[config.mk]
export PLATFORM = sky130hd
export DESIGN_NAME = mux_4to1_rr_feeder_flat
export DESIGN_NICKNAME = d
export VERILOG_FILES = /design/src/rtl/mux_4to1_rr_feeder_if.sv /design/src/rtl/mux_4to1_rr_feeder.sv /design/src/flat_wrapper.sv
export SDC_FILE = /design/constraint.sdc
export NUM_CORES = 1
export LEC_CHECK = 0
export CAP_MARGIN = 0
export CORE_ASPECT_RATIO = 1.5
export CORE_MARGIN = 8
export CORE_UTILIZATION = 50
export CTS_BUF_LIST = sky130_fd_sc_hd__clkbuf_4 sky130_fd_sc_hd__clkbuf_8 sky130_fd_sc_hd__clkbuf_16
export CTS_CLUSTER_SIZE = 14
export DETAILED_ROUTE_END_ITERATION = 8
export HOLD_SLACK_MARGIN = 0.02
export PLACE_DENSITY_LB_ADDON = 0.12
export SETUP_SLACK_MARGIN = 0.3
export SLEW_MARGIN = 30
export SYNTH_ARGS = -nofsm -noshare
export SYNTH_HDL_FRONTEND = slang
export SYNTH_SLANG_ARGS = --single-unit
[constraint.sdc]
create_clock -name clk -period 3.9 [get_ports clk]
set_input_delay 0.975 -clock clk [delete_from_list [all_inputs] [get_ports clk]]
set_output_delay 0.975 -clock clk [all_outputs]
set_load 0.01 [all_outputs]
[src/rtl/mux_4to1_rr_feeder_if.sv]
// rtl/mux_4to1_rr_feeder_if.sv - handshake bundle for the 4-channel round-robin feeder
// Optional last-bit signals are present only when MUX_FEEDER_LOCK_EN is defined.
interface mux_4to1_rr_feeder_if #(
    parameter int WIDTH     = 16,
    parameter int SEL_WIDTH = 2
);
    logic [3:0]           in_valid;
    logic [3:0]           in_ready;
    logic [WIDTH-1:0]     in_data0;
    logic [WIDTH-1:0]     in_data1;
    logic [WIDTH-1:0]     in_data2;
    logic [WIDTH-1:0]     in_data3;
    logic                 out_valid;
    logic                 out_ready;
    logic [WIDTH-1:0]     out_data;
    logic [SEL_WIDTH-1:0] out_sel;
    logic                 busy;
`ifdef MUX_FEEDER_LOCK_EN
    logic [3:0]           in_last;
    logic                 out_last;

    modport master (
        output in_valid, in_data0, in_data1, in_data2, in_data3, in_last, out_ready,
        input  in_ready, out_valid, out_data, out_sel, out_last, busy
    );
    modport slave (
        input  in_valid, in_data0, in_data1, in_data2, in_data3, in_last, out_ready,
        output in_ready, out_valid, out_data, out_sel, out_last, busy
    );
`else
    modport master (
        output in_valid, in_data0, in_data1, in_data2, in_data3, out_ready,
        input  in_ready, out_valid, out_data, out_sel, busy
    );
    modport slave (
        input  in_valid, in_data0, in_data1, in_data2, in_data3, out_ready,
        output in_ready, out_valid, out_data, out_sel, busy
    );
`endif
endinterface

[src/rtl/mux_4to1_rr_feeder.sv]
// rtl/mux_4to1_rr_feeder.sv - one-word-per-channel buffers with round-robin grant into a registered output
// MUX_FEEDER_LOCK_EN adds last-bit tracking that holds the grant on one channel until its last word.
module mux_4to1_rr_feeder #(
    parameter int WIDTH     = 16,
    parameter int SEL_WIDTH = 2
) (
    input  logic                  clk,
    input  logic                  rst_n,
    mux_4to1_rr_feeder_if.slave   bus
);
    localparam int NCH = 4;

    logic [NCH-1:0]       buf_vld;
    logic [WIDTH-1:0]     buf_data [NCH];
    logic [WIDTH-1:0]     in_data  [NCH];
    logic [SEL_WIDTH-1:0] ptr;
    logic                 out_valid_q;
    logic [WIDTH-1:0]     out_data_q;
    logic [SEL_WIDTH-1:0] out_sel_q;
    logic [NCH-1:0]       elig;
    logic [SEL_WIDTH-1:0] win;
    logic [SEL_WIDTH-1:0] idx;
    logic                 grant;
    logic                 ld;
    logic                 take;

    assign in_data[0] = bus.in_data0;
    assign in_data[1] = bus.in_data1;
    assign in_data[2] = bus.in_data2;
    assign in_data[3] = bus.in_data3;

`ifdef MUX_FEEDER_LOCK_EN
    logic [NCH-1:0]       buf_last;
    logic                 locked;
    logic [SEL_WIDTH-1:0] lock_ch;
    logic                 out_last_q;

    // While a packet is open only its channel may win.
    assign elig = locked ? (buf_vld & (4'b0001 << lock_ch)) : buf_vld;
`else
    assign elig = buf_vld;
`endif

    always_comb begin
        grant = 1'b0;
        win   = ptr;
        idx   = ptr;
        for (int k = 0; k < NCH; k++) begin
            idx = ptr + SEL_WIDTH'(k);
            if (!grant && elig[idx]) begin
                grant = 1'b1;
                win   = idx;
            end
        end
    end

    assign ld   = !out_valid_q || bus.out_ready;
    assign take = ld && grant;

    // A granted buffer is cleared; in_ready was low for it, so no reload collides.
    always_ff @(posedge clk or negedge rst_n) begin
        if (!rst_n) begin
            buf_vld <= '0;
            for (int i = 0; i < NCH; i++) begin
                buf_data[i] <= '0;
            end
`ifdef MUX_FEEDER_LOCK_EN
            buf_last <= '0;
`endif
        end else begin
            for (int i = 0; i < NCH; i++) begin
                if (take && win == SEL_WIDTH'(i)) begin
                    buf_vld[i] <= 1'b0;
                end else if (bus.in_valid[i] && !buf_vld[i]) begin
                    buf_vld[i]  <= 1'b1;
                    buf_data[i] <= in_data[i];
`ifdef MUX_FEEDER_LOCK_EN
                    buf_last[i] <= bus.in_last[i];
`endif
                end
            end
        end
    end

    always_ff @(posedge clk or negedge rst_n) begin
        if (!rst_n) begin
            out_valid_q <= 1'b0;
            out_data_q  <= '0;
            out_sel_q   <= '0;
`ifdef MUX_FEEDER_LOCK_EN
            out_last_q  <= 1'b0;
`endif
        end else if (ld) begin
            if (grant) begin
                out_valid_q <= 1'b1;
                out_data_q  <= buf_data[win];
                out_sel_q   <= win;
`ifdef MUX_FEEDER_LOCK_EN
                out_last_q  <= buf_last[win];
`endif
            end else begin
                out_valid_q <= 1'b0;
            end
        end
    end

`ifdef MUX_FEEDER_LOCK_EN
    // ptr freezes for the duration of a locked packet and resumes after its owner.
    always_ff @(posedge clk or negedge rst_n) begin
        if (!rst_n) begin
            ptr     <= '0;
            locked  <= 1'b0;
            lock_ch <= '0;
        end else if (take) begin
            if (locked) begin
                if (buf_last[win]) begin
                    locked <= 1'b0;
                    ptr    <= lock_ch + SEL_WIDTH'(1);
                end
            end else if (!buf_last[win]) begin
                locked  <= 1'b1;
                lock_ch <= win;
            end else begin
                ptr <= win + SEL_WIDTH'(1);
            end
        end
    end

    assign bus.out_last = out_last_q;
`else
    always_ff @(posedge clk or negedge rst_n) begin
        if (!rst_n) begin
            ptr <= '0;
        end else if (take) begin
            ptr <= win + SEL_WIDTH'(1);
        end
    end
`endif

    assign bus.in_ready  = ~buf_vld;
    assign bus.out_valid = out_valid_q;
    assign bus.out_data  = out_data_q;
    assign bus.out_sel   = out_sel_q;
    assign bus.busy      = (|buf_vld) || out_valid_q;
endmodule
[src/flat_wrapper.sv]
// flat-port wrapper written by rule: the top's interface ports become plain ports
module mux_4to1_rr_feeder_flat 
#(
    parameter int WIDTH     = 16,
    parameter int SEL_WIDTH = 2
)
  (clk, rst_n, bus_in_valid, bus_in_data0, bus_in_data1, bus_in_data2, bus_in_data3, bus_out_ready, bus_in_ready, bus_out_valid, bus_out_data, bus_out_sel, bus_busy);
  mux_4to1_rr_feeder_if #(.WIDTH(WIDTH), .SEL_WIDTH(SEL_WIDTH)) bus_i ();
  input  logic clk;
  input  logic rst_n;
  input wire logic [$bits(bus_i.in_valid)-1:0] bus_in_valid;
  input wire logic [$bits(bus_i.in_data0)-1:0] bus_in_data0;
  input wire logic [$bits(bus_i.in_data1)-1:0] bus_in_data1;
  input wire logic [$bits(bus_i.in_data2)-1:0] bus_in_data2;
  input wire logic [$bits(bus_i.in_data3)-1:0] bus_in_data3;
  input wire logic [$bits(bus_i.out_ready)-1:0] bus_out_ready;
  output wire logic [$bits(bus_i.in_ready)-1:0] bus_in_ready;
  output wire logic [$bits(bus_i.out_valid)-1:0] bus_out_valid;
  output wire logic [$bits(bus_i.out_data)-1:0] bus_out_data;
  output wire logic [$bits(bus_i.out_sel)-1:0] bus_out_sel;
  output wire logic [$bits(bus_i.busy)-1:0] bus_busy;
  assign bus_i.in_valid = bus_in_valid;
  assign bus_i.in_data0 = bus_in_data0;
  assign bus_i.in_data1 = bus_in_data1;
  assign bus_i.in_data2 = bus_in_data2;
  assign bus_i.in_data3 = bus_in_data3;
  assign bus_i.out_ready = bus_out_ready;
  assign bus_in_ready = bus_i.in_ready;
  assign bus_out_valid = bus_i.out_valid;
  assign bus_out_data = bus_i.out_data;
  assign bus_out_sel = bus_i.out_sel;
  assign bus_busy = bus_i.busy;
  mux_4to1_rr_feeder #(.WIDTH(WIDTH), .SEL_WIDTH(SEL_WIDTH)) u_core (.clk(clk), .rst_n(rst_n), .bus(bus_i));
endmodule
==> Yosys cells after proc, flatten, opt, wreduce, memory -nomap -nowiden <==
Index checks and enable logic that the tools add are counted.
W data, S select, Z words.
{ "word_totals": {"input_bits": 71, "reg_bits": 89, "elab_cells": 90} }
{ "op_classes": {"add_sub_neg": 4, "n_reduce_logical": 33, "n_lt_le_gt_ge": 5, "mux": 27, "bitwise_logic": 6, "eq_ne": 3} }
{ "op_table": {"columns": ["op", "count"], "rows": [
  ["$bmux W16 S2", 1],
  ["$mux W16", 2],
  ["$mux W1", 17],
  ["$logic_and A1 B1 Y1", 12],
  ["$lt A2 B3 Y1 const B", 4],
  ["$reduce_and A2 Y1", 5],
  ["$bmux W1 S2", 4],
  ["$logic_not A1 Y1", 8],
  ["$reduce_bool A2 Y1", 4],
  ["$mux W2", 3],
  ["$add A2 B1 Y2 const B", 2],
  ["$add A2 B2 Y2 const B", 2],
  ["$eq A2 B2 Y1 const B", 2],
  ["$not A1 Y1", 4],
  ["$not A4 Y4", 1],
  ["$reduce_or A4 Y1", 1],
  ["$ge A3 B3 Y1 const B", 1],
  ["$not A2 Y3", 1],
  ["$eq A2 B1 Y1 const B", 1],
  ["$logic_not A2 Y1", 1],
  ["$logic_or A1 B1 Y1", 2]
]} }

==> Longest topological paths before layout <==
Gate-level depths: netlist (run 1).
{ "logic_depth": {"depth_word": 16, "mapped_depth": 8, "mapped_depth_nobuf": 5} }

==> Worst setup path before layout (run 1) <==
Ideal clock, no wire load.
{ "synth_path": {"kind": "input-to-reg", "startpoint": "input bus_in_valid[3]", "endpoint": "register u_core.buf_data[10] in the netlist's numbering", "t_arrival_ns": 1.918, "path_slack_ns": 1.857, "required_time_ns": 3.775, "n_path_buf": 2, "cell_stages": 4, "path_cell_list": "nor2b_1 clkbuf_1 buf_2 mux2_2"} }
{ "synth_between": {"elab_chain_len": 2} }
{ "synth_lines": {"columns": ["element", "line_no", "text"], "rows": [
  ["start, declared", "flat_wrapper.sv:11", "input wire logic [$bits(bus_i.in_valid)-1:0] bus_in_valid;"],
  ["$logic_and A1 B1 Y1", "mux_4to1_rr_feeder.sv:74", "end else if (bus.in_valid[i] && !buf_vld[i]) begin"],
  ["$reduce_and A2 Y1 (no source line)", null, null],
  ["end signal, assigned by index", "mux_4to1_rr_feeder.sv:76", "buf_data[i] <= in_data[i];"],
  ["end, declared", "mux_4to1_rr_feeder.sv:14", "logic [WIDTH-1:0] buf_data [NCH];"]
]} }
No other way between the ends.
A chain may end at the register's enable or synchronous reset.

==> Worst setup path in the final report (run 1) <==
{ "layout_path": {"startpoint": "register u_core.buf_vld[0]", "endpoint": "output bus_busy"} }
{ "layout_between": {"elab_chain_len": 2} }
{ "layout_lines": {"columns": ["element", "line_no", "text"], "rows": [
  ["start, declared", "mux_4to1_rr_feeder.sv:13", "logic [NCH-1:0] buf_vld;"],
  ["start signal, assigned", "mux_4to1_rr_feeder.sv:63", "buf_vld <= '0;"],
  ["start signal, assigned by index", "mux_4to1_rr_feeder.sv:73", "buf_vld[i] <= 1'b0;"],
  ["start signal, assigned by index", "mux_4to1_rr_feeder.sv:75", "buf_vld[i] <= 1'b1;"],
  ["$reduce_or A4 Y1", "mux_4to1_rr_feeder.sv:144", "assign bus.busy = (|buf_vld) || out_valid_q;"],
  ["$logic_or A1 B1 Y1", "mux_4to1_rr_feeder.sv:144", null],
  ["end, declared", "flat_wrapper.sv:21", "output wire logic [$bits(bus_i.busy)-1:0] bus_busy;"]
]} }
No other way between the ends.

==> impl_metrics.sql, run 1 <==
INSERT INTO impl_metrics (metric_group, metric, value, unit) VALUES
('cts', 'holdBufCountCts', '0', ''),
('sta', 'maxClockFrequency', '363', 'MHz'),
('sta', 'final.period_utilization', '70.7', '%'),
('cts', 'worst_skew_pair_latency', '0.33', 'ns'),
('setup_path', 'startpoint_type', 'flip-flop', ''),
('synthesis', 'number_of_flops_mapped_to_enable_cells_by_yosys', '0', ''),
('synthesis', 'yosysWarnings', '0', ''),
('finish', 'antenna_cells', '0', ''),
('finish', 'flow.area_growth_from_synthesis', '32.0', '%'),
('cts', 'ctsHtreeMaxLevel', '3', ''),
('sta', 'timing.final.setup_violations', '0', ''),
('grt', 'global_route.overflow_total', '0', ''),
('drt', 'detail_route.wirelength', '8.80', 'mm'),
('hold_path', 'hp-class', 'flip-flop to flip-flop', ''),
('sta', 'min_period', '2.76', 'ns'),
('floorplanning', 'full_die_area', '0.0111', 'sq mm'),
('power_and_ir_drop', 'vdd_ir_drop_max', '0.439', 'mV'),
('sta', 'worst-slew-pin-transition', '0.903', 'ns'),
('synthesis', 'number_of_distinct_library_cell_variants_in_the_gate_level_netlist_after_synthesis', '31', ''),
('placed_design', 'hpwl_dp', '6.50', 'mm'),
('grt', 'initial_antenna_violation_count', '0', ''),
('finish', 'drive_above_1_share', '29.5', '%'),
('drt', 'viasPerCell', '5.23', ''),
('grt', 'via_count_of_the_first_global_routing_pass', '2768', ''),
('sta', 'slew_viol_final', '0', ''),
('setup_path', 'timing.critical_path.fanout_max', '7', ''),
('setup_path', 'end_kind', 'output port', ''),
('cts', 'cts_buffers', '9', ''),
('cts', 'maximum_number_of_buffers_from_clock_root_to_sink', '2', ''),
('power_and_ir_drop', 'power_per_cell_area', '806', 'mW/mm^2'),
('sta', 'rsz0062_at_grt', 'no', ''),
('drt', 'drt.antenna.violating_nets', '0', ''),
('cts', 'path_clk_slew', '0.06', 'ns'),
('power_and_ir_drop', 'power.leakage', '2.21', 'nW'),
('synthesis', 'synth_instances', '278', ''),
('cts', 'ctsRootBufferMaster', 'clkbuf_16', ''),
('synthesis', 'synth_async_sr_flop_share', '100', '%'),
('floorplanning', 'floorplan.core_area', '0.00786', 'sq mm'),
('floorplanning', 'die_w', '88.7', 'um'),
('setup_path', 'cell_with_the_biggest_individual_delay_on_the_critical_path', 'clkdlybuf4s50_1', ''),
('synthesis', 'synthFlopType', 'dfrtp_1', ''),
('drt', 'drt_pre_antenna_iters', '4', ''),
('cts', 'post-cts-setup-buffers', '0', ''),
('drt', 'routed-via-count', '2515', ''),
('floorplanning', 'boundaryPins', '95', ''),
('sta', 'finalHoldViolCount', '0', ''),
('cts', 'cts_tree', 'built', ''),
('placed_design', 'gp_congestion', '0.785', ''),
('sta', 'worst_setup_skew_after_layout', '0.00441', 'ns'),
('setup_path', 'timing.critical_path.arrival', '1.78', 'ns'),
('floorplanning', 'start_util', '50.5', '%'),
('drt', 'routed_wire_length_per_instance', '18.3', 'um'),
('synthesis', 'syn_nets', '349', ''),
('drt', 'drt_iter0_drc', '142', ''),
('run', 'max-cap-violations', '0', ''),
('grt', 'groute.usage.overall', '16.8', '%'),
('finish', 'final.fill_count', '642', ''),
('cts', 'cts.sink_count', '89', ''),
('drt', 'post-route-drc-count', '0', ''),
('setup_path', 'critical_path.cell_chain', 'nor4_2 -> nand2b_1 -> clkdlybuf4s50_1', ''),
('setup_path', 'regToRegSetupSlack', '1.53', 'ns'),
('cts', 'cts_repair_resize_count', '0', ''),
('setup_path', 'worst_ep_required_time', '2.92', 'ns'),
('placed_design', 'dpl.cell_count', '465', ''),
('grt', 'grt_pass1_wl', '14.2', 'mm'),
('sta', 'final.setup.tns', '0', 'ns'),
('finish', 'fin_nets', '442', ''),
('synthesis', 'synth_seq_area_share', '56.1', '%'),
('finish', 'layout.cells.non_filler', '481', ''),
('synthesis', 'synth-seq-cells', '89', ''),
('sta', 'holdWs', '0.500', 'ns'),
('setup_path', 'worst_path_largest_cell_delay', '0.48', 'ns'),
('synthesis', 'synth_area_per_cell', '14.3', 'sq um'),
('setup_path', 'worstSetupPathType', 'flip-flop to output port', ''),
('sta', 'slew_headroom', '39.5', '%'),
('grt', 'pin_count_of_the_biggest_net_entering_global_routing', '47', ''),
('run_status', 'status', 'complete, no violations', ''),
('placed_design', 'portbufs', '94', ''),
('synthesis', 'netlist_area', '0.00397', 'sq mm'),
('floorplanning', 'fp.dieH', '125', 'um'),
('floorplanning', 'core.rowCount', '40', '');
==> layout by cell type (no fill, tap or decap), types with 5 or more instances in the layout <==
master and n:
buf_4 8, clkdlybuf4s50_1 93, o221ai_2 11, inv_1 5, dfrtp_1 89, clkbuf_16 9
nand2_1 23, o221ai_1 6, mux2i_1 32, mux2_2 64
==> layout make-up <==
cell class / instances / area [sq um] / share of cell area, %
repair buffers: 101 / 991 / 18.9
clock buffers: 13 / 268 / 5.11
multi-input cells: 163 / 1580 / 30.2
clock inverters: 3 / 15.0 / 0.287
flip-flops and latches: 89 / 2230 / 42.5
well taps: 105 / 131 / 2.51
inverters: 7 / 26.3 / 0.502
==> logic make-up (layout without fill, tap and decap cells) <==
group	Yosys count	after routing	synth area share (%)
compound gates	30	30	8.07
simple gates	36	36	4.76
xor+xnor	1	1	0.221
flops	89	89	56.1
buf+inv	26	124	4.60
mux	96	96	26.2
==> synthesized netlist by cell type (all sizes together) (2+ instances only) <==
master   n  share of area (%)
a21oi    2               0.25
inv      7               0.66
dfrtp   89                 56
buf     14                3.5
o221ai  17                5.5
mux2    64                 18
nand2b   4               0.82
o21ai    2               0.25
nor2b    4               0.63
nand2   23                2.2
clkbuf   5               0.47
mux2i   32                8.1
o22a     4               0.88
==> layer usage <==
| metal | share of wire [%] | GRT usage [%] |
|---|---|---|
| met1 | 44 | 21.4 |
| met2 | 49 | 26.5 |
| met5 | 0 | 0 |
| met3 | 4.5 | 2.69 |
| met4 | 2.4 | 8.41 |
==> where the power goes <==
| part | internal [mW] | switching [mW] | total [mW] |
|---|---|---|---|
| Sequential | 1.39 | 0.281 | 1.67 |
| Clock | 0.477 | 0.325 | 0.802 |
| Combinational | 0.963 | 0.789 | 1.75 |
==> worst max-delay path, delay by kind of cell (launching register included) <==
kind | cells | cell delay [ns]
buffers and inverters | 1 | 0.48
AND/OR/NAND/NOR | 2 | 0.50
flip-flops | 1 | 0.47
==> final timing paths <==
check / startpoint / to / cells after the start
min reg2reg: u_core.bus.out_sel[1] / u_core.bus.out_sel[1] / 2
max: u_core.buf_vld[0] / bus_busy / 3
max in group asynchronous: rst_n / u_core.buf_data[5] / 2
max reg2reg: u_core.buf_vld[2] / u_core.bus.out_data[7] / 6
min: u_core.bus.out_sel[1] / u_core.bus.out_sel[1] / 2
min in group asynchronous: rst_n / u_core.buf_data[55] / 1
==> per-stage QoR <==
stage	setup slack (ns)	power [mW]	area (sq um)	util, %
6_report	1.14	4.22	5240	66.7
5_1_grt	1.07	4.48	5240	66.7
4_1_cts	1.12	4.27	5240	66.7
3_5_place_dp	1.06	3.46	4960	63.1
3_3_place_gp	1.09	3.41	4960	63.1
2_1_floorplan	1.86	2.95	3970	-
==> sequential cells by signal (all words and copies together), names as in the netlist <==
name                  count
u_core.buf_data          64
u_core.bus.out_data      16
u_core.buf_vld            4
u_core.bus.out_sel        2
u_core.ptr                2
u_core.bus.out_valid      1
Power figures use the tool's default switching activity.
==> run 2, diff against run 1 <==
Settings changed: CORE_UTILIZATION 50 to 45.
Clock period 3.9 ns to 2.35 ns, I/O delays scaled along.
==> impl_metrics.sql, run 2 (synthesis results as in run 1) <==
INSERT INTO impl_metrics (metric_group, metric, value, unit) VALUES
('sta', 'finalHoldViolCount', '0', ''),
('finish', 'largest-register', 'u_core.buf_data', ''),
('finish', 'fin_nets', '455', ''),
('grt', 'grt_pass1_wl', '15.2', 'mm'),
('drt', 'routed-via-count', '2618', ''),
('grt', 'pin_count_of_the_biggest_net_entering_global_routing', '41', ''),
('floorplanning', 'full_die_area', '0.0121', 'sq mm'),
('sta', 'rsz0062_at_grt', 'no', ''),
('floorplanning', 'core.rowCount', '42', ''),
('grt', 'initial_antenna_violation_count', '0', ''),
('power_and_ir_drop', 'clock_power_share', '19.8', '%'),
('grt', 'global_route.overflow_total', '0', ''),
('drt', 'routed_wire_length_per_instance', '18.7', 'um'),
('sta', 'maxClockFrequency', '502', 'MHz'),
('placed_design', 'hpwl_dp', '6.96', 'mm'),
('cts', 'worst_skew_pair_latency', '0.34', 'ns'),
('floorplanning', 'boundaryPins', '95', ''),
('power_and_ir_drop', 'power.leakage', '2.32', 'nW'),
('power_and_ir_drop', 'power.share.combinational', '42.3', '%'),
('power_and_ir_drop', 'power_per_cell_area', '1350', 'mW/mm^2'),
('cts', 'cts_buffers', '9', ''),
('cts', 'cts_tree', 'built', ''),
('placed_design', 'portbufs', '94', ''),
('power_and_ir_drop', 'cell_internal_pwr', '4.89', 'mW'),
('floorplanning', 'start_util', '45.5', '%'),
('setup_path', 'worst_ep_required_time', '1.76', 'ns'),
('cts', 'cts.sink_count', '89', ''),
('drt', 'post-route-drc-count', '0', ''),
('run_status', 'status', 'complete, no violations', ''),
('finish', 'flow.area_growth_from_synthesis', '36.1', '%'),
('sta', 'timing.final.setup_violations', '0', ''),
('sta', 'worst_setup_skew_after_layout', '0.00695', 'ns'),
('power_and_ir_drop', 'sw_power', '2.40', 'mW'),
('sta', 'final.period_utilization', '84.8', '%'),
('sta', 'worst-slew-pin-transition', '0.516', 'ns'),
('finish', 'post-route-util', '61.9', '%'),
('drt', 'viasPerCell', '5.25', ''),
('finish', 'drive_above_1_share', '32.9', '%'),
('floorplanning', 'fp.dieH', '131', 'um'),
('setup_path', 'worstSetupPathType', 'flip-flop to output port', ''),
('grt', 'via_count_of_the_first_global_routing_pass', '2897', ''),
('setup_path', 'timing.critical_path.fanout_max', '4', ''),
('drt', 'drt_pre_antenna_iters', '4', ''),
('setup_path', 'startpoint_type', 'flip-flop', ''),
('sta', 'final.setup.tns', '0', 'ns'),
('run', 'max-cap-violations', '0', ''),
('floorplanning', 'die_w', '92.7', 'um'),
('grt', 'groute.usage.overall', '16.5', '%'),
('sta', 'slew_headroom', '65.6', '%'),
('drt', 'drt.antenna.violating_nets', '0', ''),
('placed_design', 'gp_congestion', '0.794', ''),
('power_and_ir_drop', 'pwr-share-seq', '37.9', '%'),
('cts', 'path_clk_slew', '0.06', 'ns'),
('finish', 'antenna_cells', '0', ''),
('cts', 'ctsRootBufferMaster', 'clkbuf_16', ''),
('floorplanning', 'floorplan.core_area', '0.00872', 'sq mm'),
('finish', 'layout.cells.most_common', 'clkdlybuf4s50_1', ''),
('cts', 'maximum_number_of_buffers_from_clock_root_to_sink', '2', ''),
('finish', 'largest_reg_flops', '64', ''),
('drt', 'detail_route.wirelength', '9.35', 'mm'),
('sta', 'min_period', '1.99', 'ns'),
('power_and_ir_drop', 'vdd_ir_drop_max', '0.781', 'mV'),
('cts', 'ctsHtreeMaxLevel', '3', ''),
('hold_path', 'hp-class', 'primary input to async pin', ''),
('setup_path', 'timing.critical_path.arrival', '1.40', 'ns'),
('drt', 'drt_iter0_drc', '133', ''),
('sta', 'slew_viol_final', '0', ''),
('finish', 'layout.cells.most_common_list', '89 x clkdlybuf4s50_1, 85 x dfrtp_1, 64 x mux2_2', ''),
('setup_path', 'end_kind', 'output port', ''),
('power_and_ir_drop', 'swShare', '32.9', '%');
## run 2: worst paths after layout
path                                     start                     end  slack (ns)  cells past startpoint
hold reg to reg            u_core.buf_data[52]     u_core.buf_data[52]        0.50                      1
min in group clk           u_core.buf_data[52]     u_core.buf_data[52]        0.50                      1
setup reg to reg             u_core.buf_vld[1]  u_core.bus.out_data[9]        0.39                      7
max in group asynchronous                rst_n     u_core.buf_data[18]        1.55                      2
hold / removal                           rst_n     u_core.buf_data[27]        0.22                      1
setup / recovery             u_core.buf_vld[3]         bus_in_ready[3]        0.36                      2
## run 2: repair_timing
item,4_1_cts,5_1_grt
setup buffers,6,1
resized for setup,8,2
endpoints found under the setup margin,4,2
pin swaps,1,1
cloned,0,0
hold buffers,0,0
## run 2: layer usage
metal | global-route usage (%) | vias to the layer above | wire length [um]
met5 | 0 | - | 0
met4 | 8.00 | 0 | 169
met3 | 4.17 | 10 | 552
met2 | 27.1 | 76 | 4790
met1 | 19.8 | 1319 | 3840
li1 | - | 1213 | -
## run 2: metrics by stage
step                      cells  hold WS [ns]  setup WS [ns]  power [mW]  instance area [sq um]
after floorplan             278         0.292          0.694        4.90                   3970
after global placement      476         0.488          0.302        5.76                   5030
after detailed placement    476         0.491          0.265        5.85                   5030
after CTS                   498         0.232          0.244        7.37                   5390
after global routing        499         0.254          0.299        7.74                   5400
final                       499         0.217          0.358        7.29                   5400
## run 2: power groups by stage
stage | combinational (mW) | clock (mW) | sequential (mW)
3_3_place_gp | 2.97 | 0 | 2.79
4_1_cts | 3.12 | 1.48 | 2.77
2_1_floorplan | 2.19 | 0 | 2.71
5_1_grt | 3.34 | 1.54 | 2.86
3_5_place_dp | 3.04 | 0 | 2.82
6_report | 3.09 | 1.44 | 2.76
## run 2: cell type report
| cell class | count | area [sq um] |
|---|---|---|
| multi-input combinational | 163 | 1590 |
| inverter | 7 | 26.3 |
| clock buffer | 13 | 262 |
| sequential | 89 | 2230 |
| timing repair buffer | 114 | 1110 |
| tap | 110 | 138 |
| clock inverter | 3 | 40.0 |
| fill | 740 | 3320 |
## run 2: worst max-delay path, cell delays in order (launching register included)
cell	delay (ns)
dfrtp_2	0.44
inv_2	0.09
clkdlybuf4s50_1	0.54
